`src/rtl/picorv_mem_pkg.sv`:
```
// Shared types and default constants for the PicoRV32 / host SRAM arbiter.
package picorv_mem_pkg;

  typedef enum logic [1:0] {
    IDLE   = 2'd0,
    ACCESS = 2'd1,
    RESP   = 2'd2
  } state_e;

  typedef enum logic [1:0] {
    GNT_NONE = 2'd0,
    GNT_CPU  = 2'd1,
    GNT_HOST = 2'd2
  } grant_e;

  localparam int unsigned DEFAULT_MEM_SIZE      = 4096;
  localparam logic [31:0] DEFAULT_OUT_BYTE_ADDR = 32'h1000_0000;

endpackage

```
`src/rtl/picorv_mem_arbiter_if.sv`:
```
// CPU, host and SRAM-side signals of the firmware SRAM arbiter.
interface picorv_mem_arbiter_if #(
  parameter int unsigned AW = 12
) ();

  logic          cpu_valid;
  logic [31:0]   cpu_addr;
  logic [31:0]   cpu_wdata;
  logic [3:0]    cpu_wstrb;
  logic          cpu_ready;
  logic [31:0]   cpu_rdata;

  logic          host_req;
  logic          host_we;
  logic [AW-1:0] host_addr;
  logic [31:0]   host_wdata;
  logic          host_ack;
  logic [31:0]   host_rdata;

  logic          sram_en;
  logic [3:0]    sram_we;
  logic [AW-1:0] sram_addr;
  logic [31:0]   sram_wdata;
  logic [31:0]   sram_rdata;

  logic [7:0]    out_byte;
  logic          out_byte_en;
  logic [31:0]   host_wait_cycles;

  modport slave (
    input  cpu_valid, cpu_addr, cpu_wdata, cpu_wstrb,
    input  host_req, host_we, host_addr, host_wdata,
    input  sram_rdata,
    output cpu_ready, cpu_rdata, host_ack, host_rdata,
    output sram_en, sram_we, sram_addr, sram_wdata,
    output out_byte, out_byte_en, host_wait_cycles
  );

  modport master (
    output cpu_valid, cpu_addr, cpu_wdata, cpu_wstrb,
    output host_req, host_we, host_addr, host_wdata,
    output sram_rdata,
    input  cpu_ready, cpu_rdata, host_ack, host_rdata,
    input  sram_en, sram_we, sram_addr, sram_wdata,
    input  out_byte, out_byte_en, host_wait_cycles
  );

endinterface

```
`src/rtl/picorv_mem_grant.sv`:
```
// CPU-priority arbitration with a saturating host starvation counter.
module picorv_mem_grant
  import picorv_mem_pkg::*;
#(
  parameter int unsigned STARVE_LIMIT = 8
) (
  input  logic   clk,
  input  logic   resetn,
  input  logic   cpu_pend,
  input  logic   host_pend,
  input  logic   arb_en,
  output grant_e gnt
);

  localparam logic [7:0] LIMIT = 8'(STARVE_LIMIT);

  logic [7:0] starve_q, starve_d;

  always_comb begin
    gnt = GNT_NONE;
    if (arb_en) begin
      if (cpu_pend && !(host_pend && starve_q == LIMIT)) begin
        gnt = GNT_CPU;
      end else if (host_pend) begin
        gnt = GNT_HOST;
      end
    end
  end

  always_comb begin
    starve_d = starve_q;
    if (!host_pend || gnt == GNT_HOST) begin
      starve_d = '0;
    end else if (gnt == GNT_CPU && starve_q != LIMIT) begin
      starve_d = starve_q + 8'd1;
    end
  end

  always_ff @(posedge clk or negedge resetn) begin
    if (!resetn) begin
      starve_q <= '0;
    end else begin
      starve_q <= starve_d;
    end
  end

endmodule

```
`src/rtl/picorv_mem_arbiter.sv`:
```
// Shares the firmware SRAM between picorv32 and the host port; decodes out_byte MMIO.
// Optional host wait-cycle counter is built when ARB_PERF_CNT_EN is defined.
module picorv_mem_arbiter
  import picorv_mem_pkg::*;
#(
  parameter int unsigned MEM_SIZE      = DEFAULT_MEM_SIZE,
  parameter int unsigned AW            = 12,
  parameter int unsigned STARVE_LIMIT  = 8,
  parameter logic [31:0] OUT_BYTE_ADDR = DEFAULT_OUT_BYTE_ADDR
) (
  input logic                 clk,
  input logic                 resetn,
  picorv_mem_arbiter_if.slave bus
);

  state_e        state_q, state_d;
  grant_e        owner_q;
  grant_e        gnt;
  logic          resp_rd_q;
  logic          resp_mmio_q;
  logic          sram_en_q;
  logic [3:0]    sram_we_q;
  logic [AW-1:0] sram_addr_q;
  logic [31:0]   sram_wdata_q;
  logic [7:0]    out_byte_q;
  logic [31:0]   cpu_rdata_q;
  logic [31:0]   host_rdata_q;
  logic [31:0]   resp_data;
  logic          cpu_mmio;
  logic          cpu_oor;
  logic          arb_en;

  assign cpu_mmio = (bus.cpu_addr == OUT_BYTE_ADDR) && (bus.cpu_wstrb != 4'h0);
  assign cpu_oor  = (bus.cpu_addr >> 2) >= 32'(MEM_SIZE);
  assign arb_en   = (state_q == IDLE);

  picorv_mem_grant #(
    .STARVE_LIMIT(STARVE_LIMIT)
  ) u_grant (
    .clk      (clk),
    .resetn   (resetn),
    .cpu_pend (bus.cpu_valid),
    .host_pend(bus.host_req),
    .arb_en   (arb_en),
    .gnt      (gnt)
  );

  always_comb begin
    state_d = state_q;
    case (state_q)
      IDLE: begin
        if (gnt == GNT_CPU) begin
          state_d = (cpu_mmio || cpu_oor) ? RESP : ACCESS;
        end else if (gnt == GNT_HOST) begin
          state_d = ACCESS;
        end
      end
      ACCESS:  state_d = RESP;
      RESP:    state_d = IDLE;
      default: state_d = IDLE;
    endcase
  end

  always_ff @(posedge clk or negedge resetn) begin
    if (!resetn) begin
      state_q      <= IDLE;
      owner_q      <= GNT_NONE;
      resp_rd_q    <= 1'b0;
      resp_mmio_q  <= 1'b0;
      sram_en_q    <= 1'b0;
      sram_we_q    <= '0;
      sram_addr_q  <= '0;
      sram_wdata_q <= '0;
      out_byte_q   <= '0;
      cpu_rdata_q  <= '0;
      host_rdata_q <= '0;
    end else begin
      state_q   <= state_d;
      sram_en_q <= 1'b0;
      sram_we_q <= '0;
      case (state_q)
        IDLE: begin
          case (gnt)
            GNT_CPU: begin
              owner_q     <= GNT_CPU;
              resp_mmio_q <= cpu_mmio;
              resp_rd_q   <= !cpu_mmio && !cpu_oor && (bus.cpu_wstrb == 4'h0);
              if (cpu_mmio) begin
                out_byte_q <= bus.cpu_wdata[7:0];
              end else if (!cpu_oor) begin
                sram_en_q    <= 1'b1;
                sram_we_q    <= bus.cpu_wstrb;
                sram_addr_q  <= bus.cpu_addr[AW+1:2];
                sram_wdata_q <= bus.cpu_wdata;
              end
            end
            GNT_HOST: begin
              owner_q      <= GNT_HOST;
              resp_mmio_q  <= 1'b0;
              resp_rd_q    <= !bus.host_we;
              sram_en_q    <= 1'b1;
              sram_we_q    <= {4{bus.host_we}};
              sram_addr_q  <= bus.host_addr;
              sram_wdata_q <= bus.host_wdata;
            end
            default: ;
          endcase
        end
        RESP: begin
          if (owner_q == GNT_CPU) begin
            cpu_rdata_q <= resp_data;
          end else if (owner_q == GNT_HOST) begin
            host_rdata_q <= resp_data;
          end
        end
        default: ;
      endcase
    end
  end

  // SRAM read data only arrives during RESP, so the pulse cycle bypasses the holding register.
  assign resp_data       = resp_rd_q ? bus.sram_rdata : '0;
  assign bus.cpu_ready   = (state_q == RESP) && (owner_q == GNT_CPU);
  assign bus.host_ack    = (state_q == RESP) && (owner_q == GNT_HOST);
  assign bus.cpu_rdata   = bus.cpu_ready ? resp_data : cpu_rdata_q;
  assign bus.host_rdata  = bus.host_ack ? resp_data : host_rdata_q;
  assign bus.out_byte_en = (state_q == RESP) && resp_mmio_q;
  assign bus.out_byte    = out_byte_q;
  assign bus.sram_en     = sram_en_q;
  assign bus.sram_we     = sram_we_q;
  assign bus.sram_addr   = sram_addr_q;
  assign bus.sram_wdata  = sram_wdata_q;

`ifdef ARB_PERF_CNT_EN
  logic [31:0] wait_q;

  always_ff @(posedge clk or negedge resetn) begin
    if (!resetn) begin
      wait_q <= '0;
    end else if (bus.host_req && gnt != GNT_HOST) begin
      wait_q <= wait_q + 32'd1;
    end
  end

  assign bus.host_wait_cycles = wait_q;
`else
  assign bus.host_wait_cycles = '0;
`endif

endmodule

```
`src/flat_wrapper.sv`:
```
// flat-port wrapper written by rule: the top's interface ports become plain ports
module picorv_mem_arbiter_flat import picorv_mem_pkg::*;
#(
  parameter int unsigned MEM_SIZE      = DEFAULT_MEM_SIZE,
  parameter int unsigned AW            = 12,
  parameter int unsigned STARVE_LIMIT  = 8,
  parameter logic [31:0] OUT_BYTE_ADDR = DEFAULT_OUT_BYTE_ADDR
)
  (clk, resetn, bus_cpu_valid, bus_cpu_addr, bus_cpu_wdata, bus_cpu_wstrb, bus_host_req, bus_host_we, bus_host_addr, bus_host_wdata, bus_sram_rdata, bus_cpu_ready, bus_cpu_rdata, bus_host_ack, bus_host_rdata, bus_sram_en, bus_sram_we, bus_sram_addr, bus_sram_wdata, bus_out_byte, bus_out_byte_en, bus_host_wait_cycles);
  picorv_mem_arbiter_if #(.AW(AW)) bus_i ();
  input logic clk;
  input logic resetn;
  input wire logic [$bits(bus_i.cpu_valid)-1:0] bus_cpu_valid;
  input wire logic [$bits(bus_i.cpu_addr)-1:0] bus_cpu_addr;
  input wire logic [$bits(bus_i.cpu_wdata)-1:0] bus_cpu_wdata;
  input wire logic [$bits(bus_i.cpu_wstrb)-1:0] bus_cpu_wstrb;
  input wire logic [$bits(bus_i.host_req)-1:0] bus_host_req;
  input wire logic [$bits(bus_i.host_we)-1:0] bus_host_we;
  input wire logic [$bits(bus_i.host_addr)-1:0] bus_host_addr;
  input wire logic [$bits(bus_i.host_wdata)-1:0] bus_host_wdata;
  input wire logic [$bits(bus_i.sram_rdata)-1:0] bus_sram_rdata;
  output wire logic [$bits(bus_i.cpu_ready)-1:0] bus_cpu_ready;
  output wire logic [$bits(bus_i.cpu_rdata)-1:0] bus_cpu_rdata;
  output wire logic [$bits(bus_i.host_ack)-1:0] bus_host_ack;
  output wire logic [$bits(bus_i.host_rdata)-1:0] bus_host_rdata;
  output wire logic [$bits(bus_i.sram_en)-1:0] bus_sram_en;
  output wire logic [$bits(bus_i.sram_we)-1:0] bus_sram_we;
  output wire logic [$bits(bus_i.sram_addr)-1:0] bus_sram_addr;
  output wire logic [$bits(bus_i.sram_wdata)-1:0] bus_sram_wdata;
  output wire logic [$bits(bus_i.out_byte)-1:0] bus_out_byte;
  output wire logic [$bits(bus_i.out_byte_en)-1:0] bus_out_byte_en;
  output wire logic [$bits(bus_i.host_wait_cycles)-1:0] bus_host_wait_cycles;
  assign bus_i.cpu_valid = bus_cpu_valid;
  assign bus_i.cpu_addr = bus_cpu_addr;
  assign bus_i.cpu_wdata = bus_cpu_wdata;
  assign bus_i.cpu_wstrb = bus_cpu_wstrb;
  assign bus_i.host_req = bus_host_req;
  assign bus_i.host_we = bus_host_we;
  assign bus_i.host_addr = bus_host_addr;
  assign bus_i.host_wdata = bus_host_wdata;
  assign bus_i.sram_rdata = bus_sram_rdata;
  assign bus_cpu_ready = bus_i.cpu_ready;
  assign bus_cpu_rdata = bus_i.cpu_rdata;
  assign bus_host_ack = bus_i.host_ack;
  assign bus_host_rdata = bus_i.host_rdata;
  assign bus_sram_en = bus_i.sram_en;
  assign bus_sram_we = bus_i.sram_we;
  assign bus_sram_addr = bus_i.sram_addr;
  assign bus_sram_wdata = bus_i.sram_wdata;
  assign bus_out_byte = bus_i.out_byte;
  assign bus_out_byte_en = bus_i.out_byte_en;
  assign bus_host_wait_cycles = bus_i.host_wait_cycles;
  picorv_mem_arbiter #(.MEM_SIZE(MEM_SIZE), .AW(AW), .STARVE_LIMIT(STARVE_LIMIT), .OUT_BYTE_ADDR(OUT_BYTE_ADDR)) u_core (.clk(clk), .resetn(resetn), .bus(bus_i));
endmodule
```
`config.mk`:
```
export PLATFORM = sky130hd
export DESIGN_NAME = picorv_mem_arbiter_flat
export DESIGN_NICKNAME = d
export VERILOG_FILES = /design/src/rtl/picorv_mem_pkg.sv /design/src/rtl/picorv_mem_arbiter_if.sv /design/src/rtl/picorv_mem_grant.sv /design/src/rtl/picorv_mem_arbiter.sv /design/src/flat_wrapper.sv
export SDC_FILE = /design/constraint.sdc
export NUM_CORES = 1
export LEC_CHECK = 0
export ABC_AREA = 1
export CAP_MARGIN = 15
export CORE_MARGIN = 5
export CORE_UTILIZATION = 42
export DETAILED_ROUTE_END_ITERATION = 8
export GPL_ROUTABILITY_DRIVEN = 0
export PLACE_DENSITY = 0.78
export SYNTH_ARGS = -nofsm -noshare
export SYNTH_HDL_FRONTEND = slang
export SYNTH_SLANG_ARGS = --single-unit
```
`constraint.sdc`:
```
create_clock -name clk -period 2.6 [get_ports clk]
set_input_delay 0.52 -clock clk [delete_from_list [all_inputs] [get_ports clk]]
set_output_delay 0.52 -clock clk [all_outputs]
set_load 0.01 [all_outputs]
```
After elaboration in Yosys (flattened, before gate mapping):

Cells that the tools add are included.

* $add $sub $neg: 1
* multiply operators: 0
* divide/modulo/power cells: 0
* $lt $le $gt $ge: 1
* equal/unequal tests: 12
* shift operators: 0
* muxes and demuxes: 29
* bitwise gates (word level): 1
* reduce and logical (&&, ||, !) cells: 26

Operators by type and width (count)
* 32-bit 2-to-1 mux: 5
* 32-bit case mux with 2 select lines: 1
* 32-bit by 29-bit == test with 1-bit output, second input constant: 1
* 30-bit by 13-bit >= comparator with 1-bit output, second input constant: 1
* 12-bit 2-to-1 mux: 2
* 12-bit case mux with 2 select lines: 1
* 8-bit 2-to-1 mux: 2
* 2-bit 2-to-1 mux: 6
* 4-bit 2-to-1 mux: 3
* 1-bit logical AND: 9
* 8-bit by 1-bit adder with 8-bit output, second input constant: 1
* 8-bit by 4-bit == test with 1-bit output, second input constant: 1
* 8-bit by 4-bit != test with 1-bit output, second input constant: 1
* 2-bit case mux with 2 select lines: 2
* 4-bit case mux with 2 select lines: 1
* 2-bit by 1-bit == test with 1-bit output, second input constant: 3
* 2-bit == test, second input constant: 3
* 1-bit case mux with 2 select lines: 3
* 3-bit AND reduction: 2
* 1-bit zero test: 5
* 4-bit zero test: 1
* 2-bit != test, second input constant: 2
* 2-bit AND reduction: 2
* 4-bit AND reduction: 1
* other kinds (7): 11

* register bits: 135
* latch bits: 0
* RAM bits: 0
* bits in read-only memories: 0
* input port bits: 149
* output and inout bits: 156
* word-level logic and storage cells: 82
* memories kept: 0

Depth between registers and ports, before layout:

Gate-level depths: netlist (run 1).

* depth in word-level cells: 10
* depth in mapped cells: 16
* mapped depth without buffers: 15

Cells and area by module:

Synthesis (run 1) repeated with hierarchy kept, for this count alone.

* cells, all modules: 673
* area total of the unflattened synthesis: 6172.2 sq um

Modules (own cells, without submodules)
* picorv_mem_arbiter: instances 1, cells each 596, area each 5652.9 sq um, sequential area each 3178.0 sq um
* picorv_mem_grant: instances 1, cells each 77, area each 519.2 sq um, sequential area each 200.2 sq um

Worst setup path before layout (run 1):

Ideal clock, no wire load.

* kind: register -> register
* from: reg u_core.u_grant.starve_q[0]
* to: reg u_core.owner_q[0]
* setup time: 128 ps
* arrival: 2069 ps
* required time: 2472 ps
* slack: 403 ps
* cell stages (with the launch flop): 14
* buffers on the path: 2
* period minus slack after synthesis: 2197 ps
* path through: dfrtp_1 > inv_1 > ha_1 > nand3_1 > nor2_1 > nand2_1 > nand2_1 > inv_1 > nor3_1 > ha_1 > nor2_4 > buf_2 > buf_4 > o21ai_0

* cells in the longest elaborated chain, start to end: 9
* elaborated cells between the ends (all ways): 11
* those cells by class: eq/ne: 3; mux: 3; reduce/logical: 5

RTL lines
* start: declaration: line picorv_mem_grant.sv:17 `logic [7:0] starve_q, starve_d;`
* start signal: assignment: line picorv_mem_grant.sv:43 `starve_q <= starve_d;`
* 8-bit by 4-bit == test with 1-bit output *: line picorv_mem_grant.sv:22 `if (cpu_pend && !(host_pend && starve_q == LIMIT)) begin`
* 1-bit logical AND *: line picorv_mem_grant.sv:22
* 1-bit zero test *: line picorv_mem_grant.sv:22
* 1-bit logical AND *: line picorv_mem_grant.sv:22
* 2-bit 2-to-1 mux *: line picorv_mem_grant.sv:22
* 2-bit 2-to-1 mux *: line picorv_mem_grant.sv:21 `if (arb_en) begin`
* 2-bit == test or 2-bit by 1-bit == test with 1-bit output (tied branches): line picorv_mem_arbiter.sv:83 `case (gnt)`
* 2-bit nonzero test (no source line)
* 2-bit AND reduction (no source line)
* end signal: assignment: line picorv_mem_arbiter.sv:67 `owner_q <= GNT_NONE;`
* end signal: assignment: line picorv_mem_arbiter.sv:85 `owner_q <= GNT_CPU;`
* end signal: assignment: line picorv_mem_arbiter.sv:98 `owner_q <= GNT_HOST;`
* end: declaration: line picorv_mem_arbiter.sv:17 `grant_e owner_q;`

Mark *: on every way between the ends. The rest lies on a longest branch, timed or not.
A chain may end at the register's enable or synchronous reset.

Worst setup path in the final report (run 1):

* from: reg u_core.state_q[0]
* to: out bus_cpu_rdata[0]

* cells in the longest elaborated chain, start to end: 3

RTL lines
* start: declaration: line picorv_mem_arbiter.sv:16 `state_e state_q, state_d;`
* start signal: assignment: line picorv_mem_arbiter.sv:78 `state_q <= state_d;`
* 2-bit == test: line picorv_mem_arbiter.sv:123 `assign bus.cpu_ready = (state_q == RESP) && (owner_q == GNT_CPU);`
* 1-bit logical AND: line picorv_mem_arbiter.sv:123
* 32-bit 2-to-1 mux: line picorv_mem_arbiter.sv:125 `assign bus.cpu_rdata = bus.cpu_ready ? resp_data : cpu_rdata_q;`
* end: declaration: line flat_wrapper.sv:23 `output wire logic [$bits(bus_i.cpu_rdata)-1:0] bus_cpu_rdata;`

No other way between the ends.

==> results of run 1 <==
-- worst min path at each step --
stage	from	endpoint	slack (ns)	cells past startpoint
3_3_place_gp	u_core.state_q[1]	u_core.state_q[1]	0.44	1
4_1_cts	resetn	u_core.u_grant.starve_q[5]	0.05	1
6_report	resetn	u_core.cpu_rdata_q[5]	0.04	1
2_1_floorplan	resetn	u_core.bus.out_byte[0]	0.22	0
5_1_grt	resetn	u_core.cpu_rdata_q[5]	0.08	1
3_5_place_dp	u_core.state_q[1]	u_core.state_q[1]	0.44	1
-- flip-flops by register name, indices dropped and copies added (netlist names) --
name and cells:
u_core.bus.sram_wdata 32, u_core.cpu_rdata_q 32, u_core.host_rdata_q 32, u_core.bus.sram_addr 12
u_core.bus.out_byte 8, u_core.u_grant.starve_q 8, u_core.bus.sram_we 4, u_core.owner_q 2
u_core.state_q 2, u_core.bus.sram_en 1, u_core.resp_mmio_q 1, u_core.resp_rd_q 1
-- layer usage --
layer | up-vias | routed length (µm) | global-route usage, %
li1 | 3196 | - | -
met5 | - | 0 | 0
met2 | 274 | 9992 | 35.87
met3 | 33 | 2083 | 8.507
met1 | 2885 | 8074 | 26.69
met4 | 0 | 508 | 7.335
-- layout make-up --
class                      instances  area [µm²]  area share (%)
clock buffer                      20       456.7           4.479
clock inverter                    12       172.7           1.693
inverter                          31       118.9           1.166
multi-input combinational        631        2779           27.26
sequential                       135        3378           33.13
tap                              211       264.0           2.589
timing repair buffer             301        3027           29.68
-- cell families after synthesis --
group | count (synthesis)
XOR/XNOR | 3
buffers and inverters | 108
AO/OA/AOI/OAI | 117
adder cells (fa/ha/maj) | 4
other | 1
flip-flops | 135
AND/OR/NAND/NOR | 475
-- stage by stage --
| stage | TNS (ns) | instances |
|---|---|---|
| 6_report | 0 | 1341 |
| 5_1_grt | -0.05454 | 1341 |
| 4_1_cts | 0 | 1336 |
| 3_5_place_dp | 0 | 1303 |
| 3_3_place_gp | 0 | 1303 |
| 2_1_floorplan | 0 | 874 |
-- power groups by stage --
stage / clock network (mW) / logic [mW] / registers [mW]
floorplan: 0 / 2.40 / 3.37
global placement: 0 / 5.11 / 3.27
detailed placement: 0 / 5.20 / 3.29
CTS: 2.61 / 4.90 / 3.27
global route: 2.70 / 5.53 / 3.36
finish: 2.56 / 5.01 / 3.28
-- worst reg2reg max path, stage by stage (launching register included) --
cell and delay [ns]:
dfrtp_1 0.40, inv_1 0.12, ha_1 0.16, nand3_1 0.08, nor2_1 0.18, nand2_1 0.07
nand2_1 0.05, inv_1 0.05, nor3_2 0.14, ha_2 0.32, nor2_4 0.11, buf_12 0.14
nand2_4 0.06, buf_12 0.17, nand2_1 0.11, nand2_1 0.05
-- timing repair --
action | CTS | global route
pin swaps | 0 | 4
resized for setup | 70 | 17
buffers inserted | 1 | 4
setup endpoints to repair | 62 | 88
hold buffers | 0 | 0
gates cloned | 0 | 1
-- layout by cell type (no fill, tap or decap), drive strengths merged, types with 7 or more instances in the layout --
cell / count
a21oi: 7
buf: 29
clkdlybuf4s50: 208
o21ai: 110
nand2: 358
clkbuf: 22
conb: 32
nand4: 15
nor2: 35
inv: 32
dfrtp: 135
dlygate4sd2: 62
nand3: 59
==> results.ini, run 1 <==
[status]
status=complete, no violations

[final_layout]
antennaDiodeCount=0
drive_above_1_share_pct=6.991
layout.nets=1270
fillers=1303
final_area_um2=10200
area_delta_synth_final_pct=54.45
utilization_pct=66.58

[sta]
finalCriticalPeriod_ns=2.478
slew_violations=0
hold_ws_ns=0.04081
setup_viol=0
fin_crit_sh_pct=95.29
clock_skew_ns=0.008504
hold_viol_final=0
tightest_slew_ns=0.5415
relSlewSlack_pct=63.62
fmax_mhz=403.6
finalWorstSetupSlack_ns=0.1225

[critical_path]
crit_family=buffers and inverters
worstSetupEndpoint=bus_cpu_rdata[0]
worstPathArrival_ns=1.96
path_buf_inv=5
r2r-end=u_core.bus.sram_wdata[27]
crit_path_frequent_cell=inv_2
cp.depth=9
r2r-start=u_core.u_grant.starve_q[0]
r2r_slack_ns=0.27
crit_start=u_core.state_q[0]
crit_chain=inv_2 > nand2_2 > nor3_4 > inv_2 > buf_12 > nand2_1 > o21ai_1 > buf_4 > dlygate4sd2_1
cp_data_required_time_ns=2.08
cp-start-kind=flip-flop
critPathSlowestCell=dfrtp_1
cp-end-kind=output pin
critical_path.max_fanout=40
crit_type=flip-flop to output pin
max_stage_delay_ns=0.38
rr_worst_depth=15

[cts]
htree_num_levels=4
numCtsBuffers=17
cts_tree=built
cts.path.max_buffers=2
root_buffer=clkbuf_16
path_clk_slew_ns=0.06
cts_sinks=135
clk_latency_ns=0.42

[drt]
drc=0
drtPass1Iterations=4
post_drt_wl_per_cell_um=15.41
antenna_left=0
via_count=6388
totalWireLength_um=20660
viasPerCell=4.764
first_iter_violations=279

[die]
fp.dieW_um=135.4
start_util_pct=43.10
core-area_um2=15310
ios=305
die_h_um=135.4
rows=45
dieArea_um2=18330

[grt]
grt_max_degree=54
grt_overflow_total=0
grt_pass1_vias=6070
track_usage_pct=21.95
antenna_found_initial=0
grt_pass1_wl_um=31570

[synthesis]
synth_most_common_cell=nand2_1
synth_area_per_cell_um2=7.831
ys.flop_type=dfrtp_1
synth_edf_count=0
synthMuxAreaShare_pct=0
syn_inst=843
yosysSeqAreaShare_pct=51.18
synthAdderAreaFrac_pct=0.7582
yosys_warnings=0
yosys-top-cells-count=nand2_1, dfrtp_1, o21ai_0
yosys.area.top_type=dfrtp_1
synth_top_area_share_pct=51.18
yosysUniqueCellTypes=26
synth-xor-area-share_pct=0.3980
yosys.area_share.simple_pct=29.83
synth-seq-cells=135
synth_top_family_by_area=simple AND/OR/NAND/NOR gates
synth-compound-area-share_pct=8.870
syn_area_um2=6601
synthArstFlopShare_pct=100.0
synth_area_leaders=dfrtp_1, nand2_1, o21ai_0

[pwr]
p_int_mw=6.817
power_frac_seq_pct=30.2
power_mw=10.84
power.share.combinational_pct=46.2
p_per_area_nw_per_um2=1064
p_leak_nw=5.046
pwr-share-clk_pct=23.6
p_sw_share_pct=37.13
peakVddDrop_v=0.0004800
power_switching_mw=4.026

[placed_design]
port_buffers=272
placed_area_um2=9547
dp_hpwl_um=14980
post-place-ws_ns=0.09288

[flow_run]
drv_cap=0

[hold_path]
hp-class=input port to async pin

Power figures use the tool's default switching activity.
==> run 2, diff against run 1 <==
Settings changed: ABC_AREA 1 to 0, PLACE_DENSITY 0.78 to 0.79.
==> run 2 against run 1 <==
Synthesized cell count shrank 30%. Sequential share of layout area shrank 1.0 points. Die area shrank 1.3%. Critical path type is now flip-flop to flip-flop. Highest routed layer unchanged. Largest cell class unchanged. The flow now finishes with violations (setup timing). Routed wire length grew 0.14%.
==> results.ini, run 2 <==
[synthesis]
synth-seq-cells=135  ; unchanged
synth_top_area_share_pct=51.89  ; was 51.18%
synthArstFlopShare_pct=100.0  ; unchanged
synth_most_common_cell=dfrtp_1  ; was nand2_1
syn_area_um2=6510  ; was 6601 µm²
synth_area_per_cell_um2=11.05  ; was 7.831 µm²
syn_inst=589  ; was 843
synth_edf_count=0  ; unchanged
synth_area_leaders=dfrtp_1, mux2_2, mux2_4  ; was dfrtp_1, nand2_1, o21ai_0
yosysSeqAreaShare_pct=51.89  ; was 51.18%
ys.flop_type=dfrtp_1  ; unchanged
yosys_warnings=0  ; unchanged
yosysUniqueCellTypes=43  ; was 26
yosys-top-cells-count=dfrtp_1, nand2_1, o21ai_0  ; was nand2_1, dfrtp_1, o21ai_0
yosys.area.top_type=dfrtp_1  ; unchanged

[drt]
drtPass1Iterations=4  ; unchanged
antenna_left=0  ; unchanged
post_drt_wl_per_cell_um=18.72  ; was 15.41 µm
drc=0  ; unchanged
first_iter_violations=242  ; was 279
viasPerCell=5.059  ; was 4.764
totalWireLength_um=20690  ; was 20660 µm
via_count=5590  ; was 6388

[grt]
track_usage_pct=21.43  ; was 21.95%
grt_overflow_total=0  ; unchanged
grt_max_degree=66  ; was 54
antenna_found_initial=0  ; unchanged
grt_pass1_vias=5790  ; was 6070
grt_pass1_wl_um=30160  ; was 31570 µm

[sta]
setup_viol=54  ; was 0
fin_crit_sh_pct=115.3  ; was 95.29%
finalCriticalPeriod_ns=2.998  ; was 2.478 ns
slew_violations=0  ; unchanged
finalWorstSetupSlack_ns=-0.3977  ; was 0.1225 ns
clock_skew_ns=0.006337  ; was 0.008504 ns
hold_viol_final=0  ; unchanged
rsz0062_at_grt=true
fin_setup_tns_ns=-17.74  ; was 0 ns
fmax_mhz=333.6  ; was 403.6 MHz

[critical_path]
worstPathArrival_ns=3.30  ; was 1.96 ns
critPathSlowestCell=dfrtp_1  ; unchanged
max_stage_delay_ns=0.38  ; about the same
cp-start-kind=flip-flop  ; unchanged
cp-end-kind=flip-flop  ; was output pin
crit_type=flip-flop to flip-flop  ; was flip-flop to output pin
crit_family=simple AND/OR/NAND/NOR gates  ; was buffers and inverters
path_buf_inv=3  ; was 5
cp_data_required_time_ns=2.90  ; was 2.08 ns
crit_chain=inv_1 > ha_1 > nor4b_4 > a41oi_2 > or2_4 > inv_2 > ha_4 > or3_4 > nor4_4 > a22o_4 > buf_16 > mux2_4  ; was inv_2 > nand2_2 > nor3_4 > inv_2 > buf_12 > nand2_1 > o21ai_1 > buf_4 > dlygate4sd2_1
critical_path.max_fanout=16  ; was 40

[final_layout]
layout.nets=1058  ; was 1270
antennaDiodeCount=0  ; unchanged
fillers=1115  ; was 1303
mostFrequentLayoutCells=clkdlybuf4s50_1, dfrtp_1, nand2_1  ; was nand2_1, clkdlybuf4s50_1, dfrtp_1
drive_above_1_share_pct=25.85  ; was 6.991%
mostFrequentLayoutCell=clkdlybuf4s50_1  ; was nand2_1
area_delta_synth_final_pct=61.64  ; was 54.45%

[die]
fp.dieW_um=134.5  ; was 135.4 µm
rows=45  ; unchanged
start_util_pct=42.82  ; was 43.10%
die_h_um=134.5  ; was 135.4 µm
core-area_um2=15200  ; was 15310 µm²
dieArea_um2=18090  ; was 18330 µm²
ios=305  ; unchanged

[flow_run]
drv_cap=0  ; unchanged

[pwr]
p_sw_share_pct=32.74  ; was 37.13%
power_switching_mw=3.773  ; was 4.026 mW
power_frac_seq_pct=29.4  ; was 30.2%
pwr-share-clk_pct=22.1  ; was 23.6%
power_mw=11.52  ; was 10.84 mW
p_int_mw=7.750  ; was 6.817 mW
p_leak_nw=5.030  ; was 5.046 nW
peakVddDrop_v=0.0005544  ; was 0.0004800 V
power.share.combinational_pct=48.5  ; was 46.2%
p_per_area_nw_per_um2=1095  ; was 1064 nW/µm²

[cts]
root_buffer=clkbuf_16  ; unchanged
numCtsBuffers=17  ; unchanged
cts_tree=built  ; unchanged
clk_latency_ns=0.42  ; about the same
cts_sinks=135  ; unchanged
cts.path.max_buffers=2  ; unchanged
htree_num_levels=4  ; unchanged
path_clk_slew_ns=0.05  ; was 0.06 ns

[hold_path]
hp-class=flip-flop to flip-flop  ; was input port to async pin

[placed_design]
dp_hpwl_um=14520  ; was 14980 µm
port_buffers=272  ; unchanged

[status]
status=finished, violations left  ; was complete, no violations
violations=setup timing

[run 2: kinds of logic after synthesis]
logic type,count (synthesis),synth area share [%]
compound gates,113,8.956
xor+xnor,5,0.6728
fa+ha+maj,4,0.7688
buf+inv,77,7.419
flops,135,51.89
mux,97,19.01
other cells,1,0.05760
simple gates,157,11.22
[run 2: per-layer routing]
layer	wire length, µm	up-vias	GRT usage (%)
met5	0	-	0
met4	315	0	6.278
met3	2086	22	8.607
met2	10360	279	37.71
met1	7924	2689	23.99
li1	-	2600	-
[run 2: worst paths after layout]
path,slack (ns),to,start,cells after the start
hold / removal,0.46,u_core.cpu_rdata_q[16],u_core.cpu_rdata_q[16],2
setup reg to reg,-0.40,u_core.bus.sram_wdata[5],u_core.u_grant.starve_q[1],12
setup / recovery,-0.40,u_core.bus.sram_wdata[5],u_core.u_grant.starve_q[1],12
min in group asynchronous,0.56,u_core.host_rdata_q[10],resetn,2
max in group asynchronous,1.34,u_core.bus.out_byte[5],resetn,3
hold reg to reg,0.46,u_core.cpu_rdata_q[16],u_core.cpu_rdata_q[16],2
[run 2: area by class of cell]
| class | instances | area [µm²] | area share [%] |
|---|---|---|---|
| Sequential cell | 135 | 3378 | 32.10 |
| Timing Repair Buffer | 333 | 3351 | 31.84 |
| Multi-Input combinational cell | 408 | 2899 | 27.55 |
| Clock buffer | 22 | 474.2 | 4.507 |
| Tap cell | 188 | 235.2 | 2.235 |
| Clock inverter | 9 | 147.6 | 1.403 |
| Inverter | 10 | 37.54 | 0.3567 |
[run 2: worst register-to-register path, cell delays in order, from the launching register on]
cell and delay [ns]:
dfrtp_1 0.38, inv_1 0.06, ha_1 0.15, nor4b_4 0.27, a41oi_2 0.18, or2_4 0.26
inv_2 0.06, ha_4 0.19, or3_4 0.38, nor4_4 0.17, a22o_4 0.25, buf_16 0.20
mux2_4 0.31
[run 2: per-stage QoR]
| step | area, µm² | hold slack [ns] | setup WS, ns | utilization, % | instances |
|---|---|---|---|---|---|
| after CTS | 10370 | 0.4740 | -0.4423 | 68.19 | 1097 |
| final | 10520 | 0.4640 | -0.3977 | 69.22 | 1105 |
| after detailed placement | 9651 | 0.4391 | -0.8183 | 63.48 | 1063 |
| after global routing | 10520 | 0.4908 | -0.5142 | 69.22 | 1105 |
| after floorplan | 6679 | 0.2244 | -0.4677 | - | 620 |
| after global placement | 9651 | 0.4354 | -0.7373 | 63.48 | 1063 |
[run 2: power groups by stage]
stage	Clock [mW]	Combinational, mW	Sequential, mW
2_1_floorplan	0	2.65	3.47
5_1_grt	2.70	6.01	3.48
3_3_place_gp	0	5.32	3.36
3_5_place_dp	0	5.45	3.38
6_report	2.55	5.59	3.38
4_1_cts	2.58	5.66	3.38
[run 2: what timing repair did]
item / 4_1_cts / 5_1_grt
gates resized for setup: 28 / 126
setup endpoints to repair: 117 / 118
gates cloned: 2 / 3
hold endpoints to repair: 27 / 0
hold buffers: 1 / 0
buffers inserted: 0 / 5
pin swaps: 3 / 2
